**src/rtl/seven_seg_scanner_pkg.sv**
```systemverilog
`default_nettype none
//==============================================================================
// Module   : seven_seg_scanner_pkg
// Brief    : Shared FSM encoding and segment constants for the 7-segment scanner.
// Revision : 1.0 - initial release
//==============================================================================
package seven_seg_scanner_pkg;

    typedef enum logic [1:0] {
        ST_IDLE  = 2'd0,
        ST_BLANK = 2'd1,
        ST_SHOW  = 2'd2
    } scan_state_t;

    // Active-high {g,f,e,d,c,b,a} with every segment dark
    localparam logic [6:0] c_seg_off = 7'b000_0000;

endpackage
`default_nettype wire

```
**src/rtl/hex_to_seg7.sv**
```systemverilog
`default_nettype none
//==============================================================================
// Module   : hex_to_seg7
// Brief    : Combinational hex nibble to active-high {g..a} segment decoder.
// Revision : 1.0 - initial release
//==============================================================================
module hex_to_seg7 (
    input  logic [3:0] nibble,
    output logic [6:0] seg
);

    always_comb begin
        seg = 7'b000_0000;
        case (nibble)
            4'h0: seg = 7'b011_1111;
            4'h1: seg = 7'b000_0110;
            4'h2: seg = 7'b101_1011;
            4'h3: seg = 7'b100_1111;
            4'h4: seg = 7'b110_0110;
            4'h5: seg = 7'b110_1101;
            4'h6: seg = 7'b111_1101;
            4'h7: seg = 7'b000_0111;
            4'h8: seg = 7'b111_1111;
            4'h9: seg = 7'b110_1111;
            4'hA: seg = 7'b111_0111;
            4'hB: seg = 7'b111_1100;
            4'hC: seg = 7'b011_1001;
            4'hD: seg = 7'b101_1110;
            4'hE: seg = 7'b111_1001;
            4'hF: seg = 7'b111_0001;
            default: seg = 7'b000_0000;
        endcase
    end

endmodule
`default_nettype wire

```
**src/rtl/seven_seg_scanner.sv**
```systemverilog
`default_nettype none
//==============================================================================
// Module   : seven_seg_scanner
// Brief    : Time-multiplexed multi-digit 7-segment driver with blank gap,
//            leading-zero suppression and registered pin outputs.
// Revision : 1.0 - initial release
//==============================================================================
module seven_seg_scanner
    import seven_seg_scanner_pkg::*;
#(
    parameter int DIGITS       = 4,
    parameter int BLANK_CYCLES = 2,
    parameter int AN_ACT_LOW   = 1,
    parameter int SEG_ACT_LOW  = 1
) (
    input  logic                        clk,
    input  logic                        rst,
    input  logic                        scan_clk,
    input  logic                        en,
    input  logic [4*DIGITS-1:0]         value,
    input  logic [DIGITS-1:0]           dp,
    input  logic                        blank_lz,
    output logic [DIGITS-1:0]           an,
    output logic [6:0]                  seg,
    output logic                        dp_o,
    output logic [$clog2(DIGITS)-1:0]   digit_idx
);

    localparam int                  c_idx_w      = $clog2(DIGITS);
    localparam logic [c_idx_w-1:0]  c_last_idx   = c_idx_w'(DIGITS - 1);
    localparam logic [7:0]          c_blank_load = 8'(BLANK_CYCLES);
    localparam logic [DIGITS-1:0]   c_an_off     = (AN_ACT_LOW != 0) ? {DIGITS{1'b1}} : {DIGITS{1'b0}};
    localparam logic [6:0]          c_seg_pin_off = (SEG_ACT_LOW != 0) ? 7'h7F : 7'h00;
    localparam logic                c_dp_pin_off = (SEG_ACT_LOW != 0);

    scan_state_t         r_state;
    scan_state_t         w_state_nxt;
    logic                r_scan_q;
    logic                w_rise;
    logic [c_idx_w-1:0]  r_idx;
    logic [c_idx_w-1:0]  w_idx_nxt;
    logic [c_idx_w-1:0]  w_idx_inc;
    logic [7:0]          r_cnt;
    logic [7:0]          w_cnt_nxt;
    logic                w_load;
    logic [3:0]          r_nib;
    logic                r_dp;
    logic                r_lz;
    logic [3:0]          w_snap_nib;
    logic                w_snap_dp;
    logic                w_snap_lz;
    logic [DIGITS-1:0]   w_lz_vec;
    logic                w_zero_run;
    logic [6:0]          w_seg_hi;
    logic [DIGITS-1:0]   w_an_act;
    logic [6:0]          w_seg_act;
    logic                w_dp_act;

    // scan_clk is already a registered clk-domain signal, so one flop suffices
    assign w_rise    = scan_clk & ~r_scan_q;
    assign w_idx_inc = (r_idx == c_last_idx) ? '0 : r_idx + 1'b1;

    always_comb begin
        w_state_nxt = r_state;
        w_idx_nxt   = r_idx;
        w_cnt_nxt   = r_cnt;
        w_load      = 1'b0;
        if (!en) begin
            w_state_nxt = ST_IDLE;
        end else begin
            case (r_state)
                ST_IDLE: begin
                    if (w_rise) begin
                        w_idx_nxt   = '0;
                        w_load      = 1'b1;
                        w_cnt_nxt   = c_blank_load;
                        w_state_nxt = (BLANK_CYCLES == 0) ? ST_SHOW : ST_BLANK;
                    end
                end
                ST_BLANK: begin
                    if (w_rise) begin
                        w_idx_nxt = w_idx_inc;
                        w_load    = 1'b1;
                        w_cnt_nxt = c_blank_load;
                    end else if (r_cnt <= 8'd1) begin
                        w_cnt_nxt   = 8'd0;
                        w_state_nxt = ST_SHOW;
                    end else begin
                        w_cnt_nxt = r_cnt - 8'd1;
                    end
                end
                ST_SHOW: begin
                    if (w_rise) begin
                        w_idx_nxt   = w_idx_inc;
                        w_load      = 1'b1;
                        w_cnt_nxt   = c_blank_load;
                        w_state_nxt = (BLANK_CYCLES == 0) ? ST_SHOW : ST_BLANK;
                    end
                end
                default: w_state_nxt = ST_IDLE;
            endcase
        end
    end

    // Digit i is a leading zero when it and every more-significant nibble are 0
    always_comb begin
        w_zero_run = 1'b1;
        w_lz_vec   = '0;
        for (int i = DIGITS - 1; i >= 0; i--) begin
            w_zero_run  = w_zero_run & (value[4*i +: 4] == 4'h0);
            w_lz_vec[i] = blank_lz & (i != 0) & w_zero_run;
        end
    end

    assign w_snap_nib = w_load ? value[{w_idx_nxt, 2'b00} +: 4] : r_nib;
    assign w_snap_dp  = w_load ? dp[w_idx_nxt]                  : r_dp;
    assign w_snap_lz  = w_load ? w_lz_vec[w_idx_nxt]            : r_lz;

    hex_to_seg7 u_dec (
        .nibble (w_snap_nib),
        .seg    (w_seg_hi)
    );

    // Pin values are derived from the next state so they register on the same edge
    always_comb begin
        w_an_act  = '0;
        w_seg_act = c_seg_off;
        w_dp_act  = 1'b0;
        if (w_state_nxt == ST_SHOW) begin
            w_an_act[w_idx_nxt] = 1'b1;
            w_seg_act           = w_snap_lz ? c_seg_off : w_seg_hi;
            w_dp_act            = w_snap_dp;
        end
    end

    always_ff @(posedge clk or posedge rst) begin
        if (rst) begin
            r_state  <= ST_IDLE;
            r_scan_q <= 1'b0;
            r_idx    <= '0;
            r_cnt    <= 8'd0;
            r_nib    <= 4'h0;
            r_dp     <= 1'b0;
            r_lz     <= 1'b0;
            an       <= c_an_off;
            seg      <= c_seg_pin_off;
            dp_o     <= c_dp_pin_off;
        end else begin
            r_state  <= w_state_nxt;
            r_scan_q <= scan_clk;
            r_idx    <= w_idx_nxt;
            r_cnt    <= w_cnt_nxt;
            r_nib    <= w_snap_nib;
            r_dp     <= w_snap_dp;
            r_lz     <= w_snap_lz;
            an       <= w_an_act ^ c_an_off;
            seg      <= w_seg_act ^ c_seg_pin_off;
            dp_o     <= w_dp_act ^ c_dp_pin_off;
        end
    end

    assign digit_idx = r_idx;

endmodule
`default_nettype wire

```
**config.mk**
```make
export PLATFORM = sky130hd
export DESIGN_NAME = seven_seg_scanner
export DESIGN_NICKNAME = d
export VERILOG_FILES = /design/src/rtl/seven_seg_scanner_pkg.sv /design/src/rtl/hex_to_seg7.sv /design/src/rtl/seven_seg_scanner.sv
export SDC_FILE = /design/constraint.sdc
export NUM_CORES = 1
export LEC_CHECK = 0
export CAP_MARGIN = 20
export CORE_MARGIN = 2
export CORE_UTILIZATION = 50
export CTS_CLUSTER_SIZE = 28
export DETAILED_ROUTE_END_ITERATION = 7
export PLACE_DENSITY = 0.78
export SLEW_MARGIN = 5
export SYNTH_ARGS = -nofsm -noshare
export SYNTH_HDL_FRONTEND = slang
export SYNTH_SLANG_ARGS = --single-unit
export TNS_END_PERCENT = 100
```
**constraint.sdc**
```tcl
create_clock -name clk -period 3.5 [get_ports clk]
set_input_delay 0.35 -clock clk [delete_from_list [all_inputs] [get_ports clk]]
set_output_delay 0.35 -clock clk [all_outputs]
set_load 0.01 [all_outputs]
```
Word-level counts from Yosys, hierarchy flattened --
Memories as Yosys holds them, arrays and structs flattened. Index checks and enable logic that the tools add are counted.
Cells by class: muxes and demuxes 30, add/sub/neg operators 2, $lt $le $gt $ge 3, shift-type cells 1, reduce and logical (&&, ||, !) cells 10, bitwise gates (word level) 10, equality and inequality tests 5
Operator list (number):
- 2-to-1 mux 8 bit | 3
- 2-to-1 mux 2 bit | 8
- one-hot mux 8 bit (2 select lines) | 1
- indexed part select 16 x 5 -> 4 bit | 1
- 2-to-1 mux 7 bit | 2
- logical NOT 4 bit | 3
- 2-to-1 mux 1 bit | 9
- <= comparator 8 x 1 -> 1 bit (second input constant) | 1
- 2-to-1 mux 4 bit | 2
- one-hot mux 2 bit (2 select lines) | 2
- subtractor 8 x 1 -> 8 bit (second input constant) | 1
- inverter 7 bit | 1
- AND 1 bit | 6
- == test 2 bit (second input constant) | 3
- binary-select mux 1 bit (select 2 bit) | 2
- inverter 4 bit | 1
- OR reduction 2 bit | 2
- < comparator 2 x 3 -> 1 bit (second input constant) | 1
- AND reduction 3 bit | 1
- OR reduction 3 bit | 1
- adder 2 x 1 -> 2 bit (second input constant) | 1
- demux 1 bit (select 2 bit) | 1
- == test 2 x 1 -> 1 bit (second input constant) | 1
- >= comparator 2 x 1 -> 1 bit (second input constant) | 1
- other kinds (5) | 6
Word-level totals: output and inout bits 14, ROM bits 112, input bits 25, register bits after elaboration 31, memories 1, logic and storage cells 72
Memory list:
- (name not given) | depth 16, width 7, rd ports 1, clocked after Yosys merged registers in 0, wr ports 0, RTL line hex_to_seg7.sv:14 | case (nibble)

Longest topological paths before layout --
word-level depth 11, mapped depth 13, mapped depth without buffers 12

Cells and area by module --
Synthesis repeated with hierarchy kept, for this count alone.
Second synthesis, totals: cells, all modules 213, area, all modules 2008.2 um2
By module, submodules not included:
- seven_seg_scanner | seq. area each 790.8 um2, cells each 180, area each 1720.4 um2, instances 1
- hex_to_seg7 | seq. area each 0.0 um2, cells each 33, area each 287.8 um2, instances 1

Worst setup path before layout --
No wires, ideal clock.
kind register -> register, from reg r_state[0], to reg seg[0], setup time 0.094 ns, setup slack 0.534 ns, period minus slack after synthesis 2.966 ns, required time 3.406 ns, stages on the path, launching flop included 12, arrival time 2.872 ns, buffers on the path 1, cell sequence dfrtp_1 ha_1 nand2b_1 a22o_4 nor3_4 buf_6 mux2i_1 o221ai_1 inv_1 ha_1 and3_1 or4_4
Between the ends: word-level cells in the longest chain between the ends 10, elaborated cells on any way between the ends 25, classes of those cells eq/ne (3); shift (1); mux (15); bitwise (1); reduce/logical (4); memory (1)
RTL lines:
- start: declaration | RTL line seven_seg_scanner.sv:36 | scan_state_t r_state;
- start signal: assignment | RTL line seven_seg_scanner.sv:149 | r_state <= w_state_nxt;
- == test 2 bit / == test 2 x 1 -> 1 bit (equally long branches) | RTL line seven_seg_scanner.sv:71 | case (r_state)
- OR reduction 2 bit (no line)
- one-hot mux 2 bit (2 select lines) | RTL line seven_seg_scanner.sv:71
- 2-to-1 mux 2 bit | RTL line seven_seg_scanner.sv:68 | if (!en) begin
- indexed part select 16 x 5 -> 4 bit | RTL line seven_seg_scanner.sv:115 | assign w_snap_nib = w_load ? value[{w_idx_nxt, 2'b00} +: 4] : r_nib;
- 2-to-1 mux 4 bit * | RTL line seven_seg_scanner.sv:115
- named net u_dec.nibble[0] | RTL line hex_to_seg7.sv:8 | input logic [3:0] nibble,
- memory (16 x 7 bit) *
- 2-to-1 mux 7 bit * | RTL line seven_seg_scanner.sv:131 | w_seg_act = w_snap_lz ? c_seg_off : w_seg_hi;
- 2-to-1 mux 7 bit * | RTL line seven_seg_scanner.sv:129 | if (w_state_nxt == ST_SHOW) begin
- inverter 7 bit (no line) *
- end signal: assignment | RTL line seven_seg_scanner.sv:146 | seg <= c_seg_pin_off;
- end signal: assignment | RTL line seven_seg_scanner.sv:157 | seg <= w_seg_act ^ c_seg_pin_off;
- end: declaration | RTL line seven_seg_scanner.sv:24 | output logic [6:0] seg,
The timed path passes the listed nets; every way through them passes the cells marked *. The select of a mux whose other input is x is not followed. A chain may end at the register's enable or synchronous reset.

Worst setup path in the final report --
from reg r_state[0], to reg seg[3]
Same word-level chain as after synthesis.

==> metrics <==
layout cells sized above 1 20.2%; Met3 Wirelength 171 um; routed vias 1587; Initial Utilization 52.7%; TritonCTS clock tree done; Critical Path RT 3.67 ns; final WL 4.24 mm; FF+latch count, synth 31; Critical Path Source Type register; most frequent cells in the layout clkdlybuf4s50_1, dfrtp_1, inv_1, nor2_1; CTS max path bufs 2; Fin. Hold Viols 0; first-pass GRT wire length 7.33 mm; Logic pwr share 37.2%; Int Power 0.852 mW; WL per Instance 14.6 um; CTS resizes 0; NetSw 0.415 mW; CP max FO 7; Max IR drop VDD 0.325 mV; CTS buffer count 5; crit share post-route 88.4%; hold buffer count at CTS 0; Crit Path Category register to register; DRC violations left 0; P&R area growth vs syn 30.5%; total gr overflow 0; top-area cell type share of the netlist area 24.3%; Synth area leaders dfrtp_1, dfstp_2, ha_1, mux2i_1, nand3_1; Antenna diodes 0; Worst Tran Pin Value 0.504 ns; dpl hpwl 3.30 mm; setup_tns 0 ns; nets@finish 280; dpl ws 0.229 ns; sequential fraction of the synthesis area 40.4%; Fmax achieved 323 MHz; placed cell count 282; Slew Viols, Final 0; Max-Cap Viols 0; largest net degree at the start of global routing 29; Avg Cell Area, Syn 10.1 um2; Post-Synthesis Cell Area 1960 um2; initial drt markers 76; Seq pwr share 34.4%; vias in the first global route 1655; synth warn 0; Unique masters post-synth 54; die boundary height 66.6 um; Die Wd 66.6 um; Layout Utilization 68.7%; Antenna Nets Post-Route 0; Pleak 1.11 nW; Synth Net Count 232; initial antenna violation count 0; max_slew headroom 66.1%; Setup Viol. Count Final 0; Layout Cells excl Fill 291; clock sink count 31; cell taking the most area after synthesis dfrtp_1; clk slew on worst S/H paths 0.06 ns; Worst Hold Class primary input to asynchronous set/reset pin; Sw Ratio 32.8%; drt pass-1 iters 4; wl on met1 1.84 mm; RSZ-0062 raised after global routing false; # port buffers 38; run status complete, no violations; min Tclk post-route 3.09 ns; Vias/cell 5.45; clock latency on the worst-skew pair 0.28 ns; Core Area 3720 um2; met2 wire len 2.15 mm; clock share of power 28.4%; Async SR Flop Fraction 100%; top layer in use met4; Die ar. 4430 um2; post-CTS setup buffer count 0; Clock Skew 0.00538 ns; root buffer cell clkbuf_8; Crit path arrival time 3.27 ns; number of flops mapped to enable cells by yosys 0; Power Density 496 nW/um2; H-Tree Depth 2; Hold Slack 0.384 ns; Worst setup EP type register; most common cell after layout, fill and taps aside clkdlybuf4s50_1; Final Wtd Congestion 0.882; setup ws final 0.406 ns; Std-Cell Rows 22; Ports 39; GRT Total Usage 22.2%; ys flop type dfrtp_1; cells after synthesis 194
==> cell usage after synthesis (all sizes together), types with 3 or more instances <==
cell,number
dfrtp,19
inv,14
nand2,14
nor2,14
ha,13
dfstp,12
mux2i,11
nand3,11
o21ai,9
and3,7
nor4,7
a21oi,6
nand2b,5
a211o,3
and2,3
and2b,3
buf,3
nor3,3
o211ai,3
o22ai,3
==> metrics by stage <==
stage,power (mW),cell area [um2]
3_3_place_gp,0.897,2410
4_1_cts,1.27,2530
2_1_floorplan,0.771,1960
3_5_place_dp,0.907,2410
6_report,1.27,2550
5_1_grt,1.36,2550
==> flip-flops by register name, summed over array words and instances (netlist names) <==
| register | cells |
|---|---|
| an | 4 |
| r_scan_q | 1 |
| seg | 7 |
| r_lz | 1 |
| r_dp | 1 |
| r_nib | 4 |
| r_state | 2 |
| dp_o | 1 |
| digit_idx | 2 |
| r_cnt | 8 |
==> power groups by stage <==
stage	Combinational (mW)	Sequential [mW]	Clock, mW
global route	0.524	0.442	0.390
detailed placement	0.466	0.441	0
finish	0.471	0.437	0.360
floorplan	0.333	0.439	0
global placement	0.458	0.440	0
CTS	0.468	0.435	0.372
==> logic make-up after synthesis <==
kind of cell             count (synthesis)  share of synthesized area [%]
multiplexers                            13                           6.78
flip-flops                              31                           40.4
AND/OR/NAND/NOR                         78                           23.7
AO/OA/AOI/OAI                           38                           15.0
XOR/XNOR                                 3                           1.34
adder cells (fa/ha/maj)                 13                           8.31
buffers and inverters                   18                           4.41
==> per-layer routing <==
metal	vias to the layer above	GRT usage [%]
li1	803	-
met1	753	25.3
met2	24	38.3
met3	7	6.42
met4	0	9.95
met5	-	0
==> worst max-delay path, stage by stage (launching register included) <==
cell,delay (ns)
dfrtp_1,0.40
inv_1,0.11
ha_1,0.25
and2_1,0.17
a22o_4,0.24
nor3_4,0.41
mux2i_1,0.15
o221a_2,0.33
inv_1,0.15
ha_1,0.20
inv_1,0.07
and3_1,0.14
o41ai_1,0.36
==> area by class of cell <==
cell class | instances | area [um2]
sequential | 31 | 791
clock inverter | 2 | 35.0
multi-input combinational | 145 | 1080
tap | 48 | 60.1
timing repair buffer | 45 | 453
clock buffer | 6 | 82.6
fill | 283 | 1160
inverter | 14 | 52.6
==> path summary, 6_finish.rpt <==
check                            from  endpoint  slack (ns)  cells past startpoint
min in group clk             r_cnt[6]  r_cnt[6]        0.50                      1
max reg2reg                r_state[0]    seg[3]        0.41                     12
max                        r_state[0]    seg[3]        0.41                     12
max in group asynchronous         rst      dp_o        2.58                      3
min                               rst      r_lz        0.38                      2
min reg2reg                  r_cnt[6]  r_cnt[6]        0.50                      1
(Power assumes the default switching activity.)
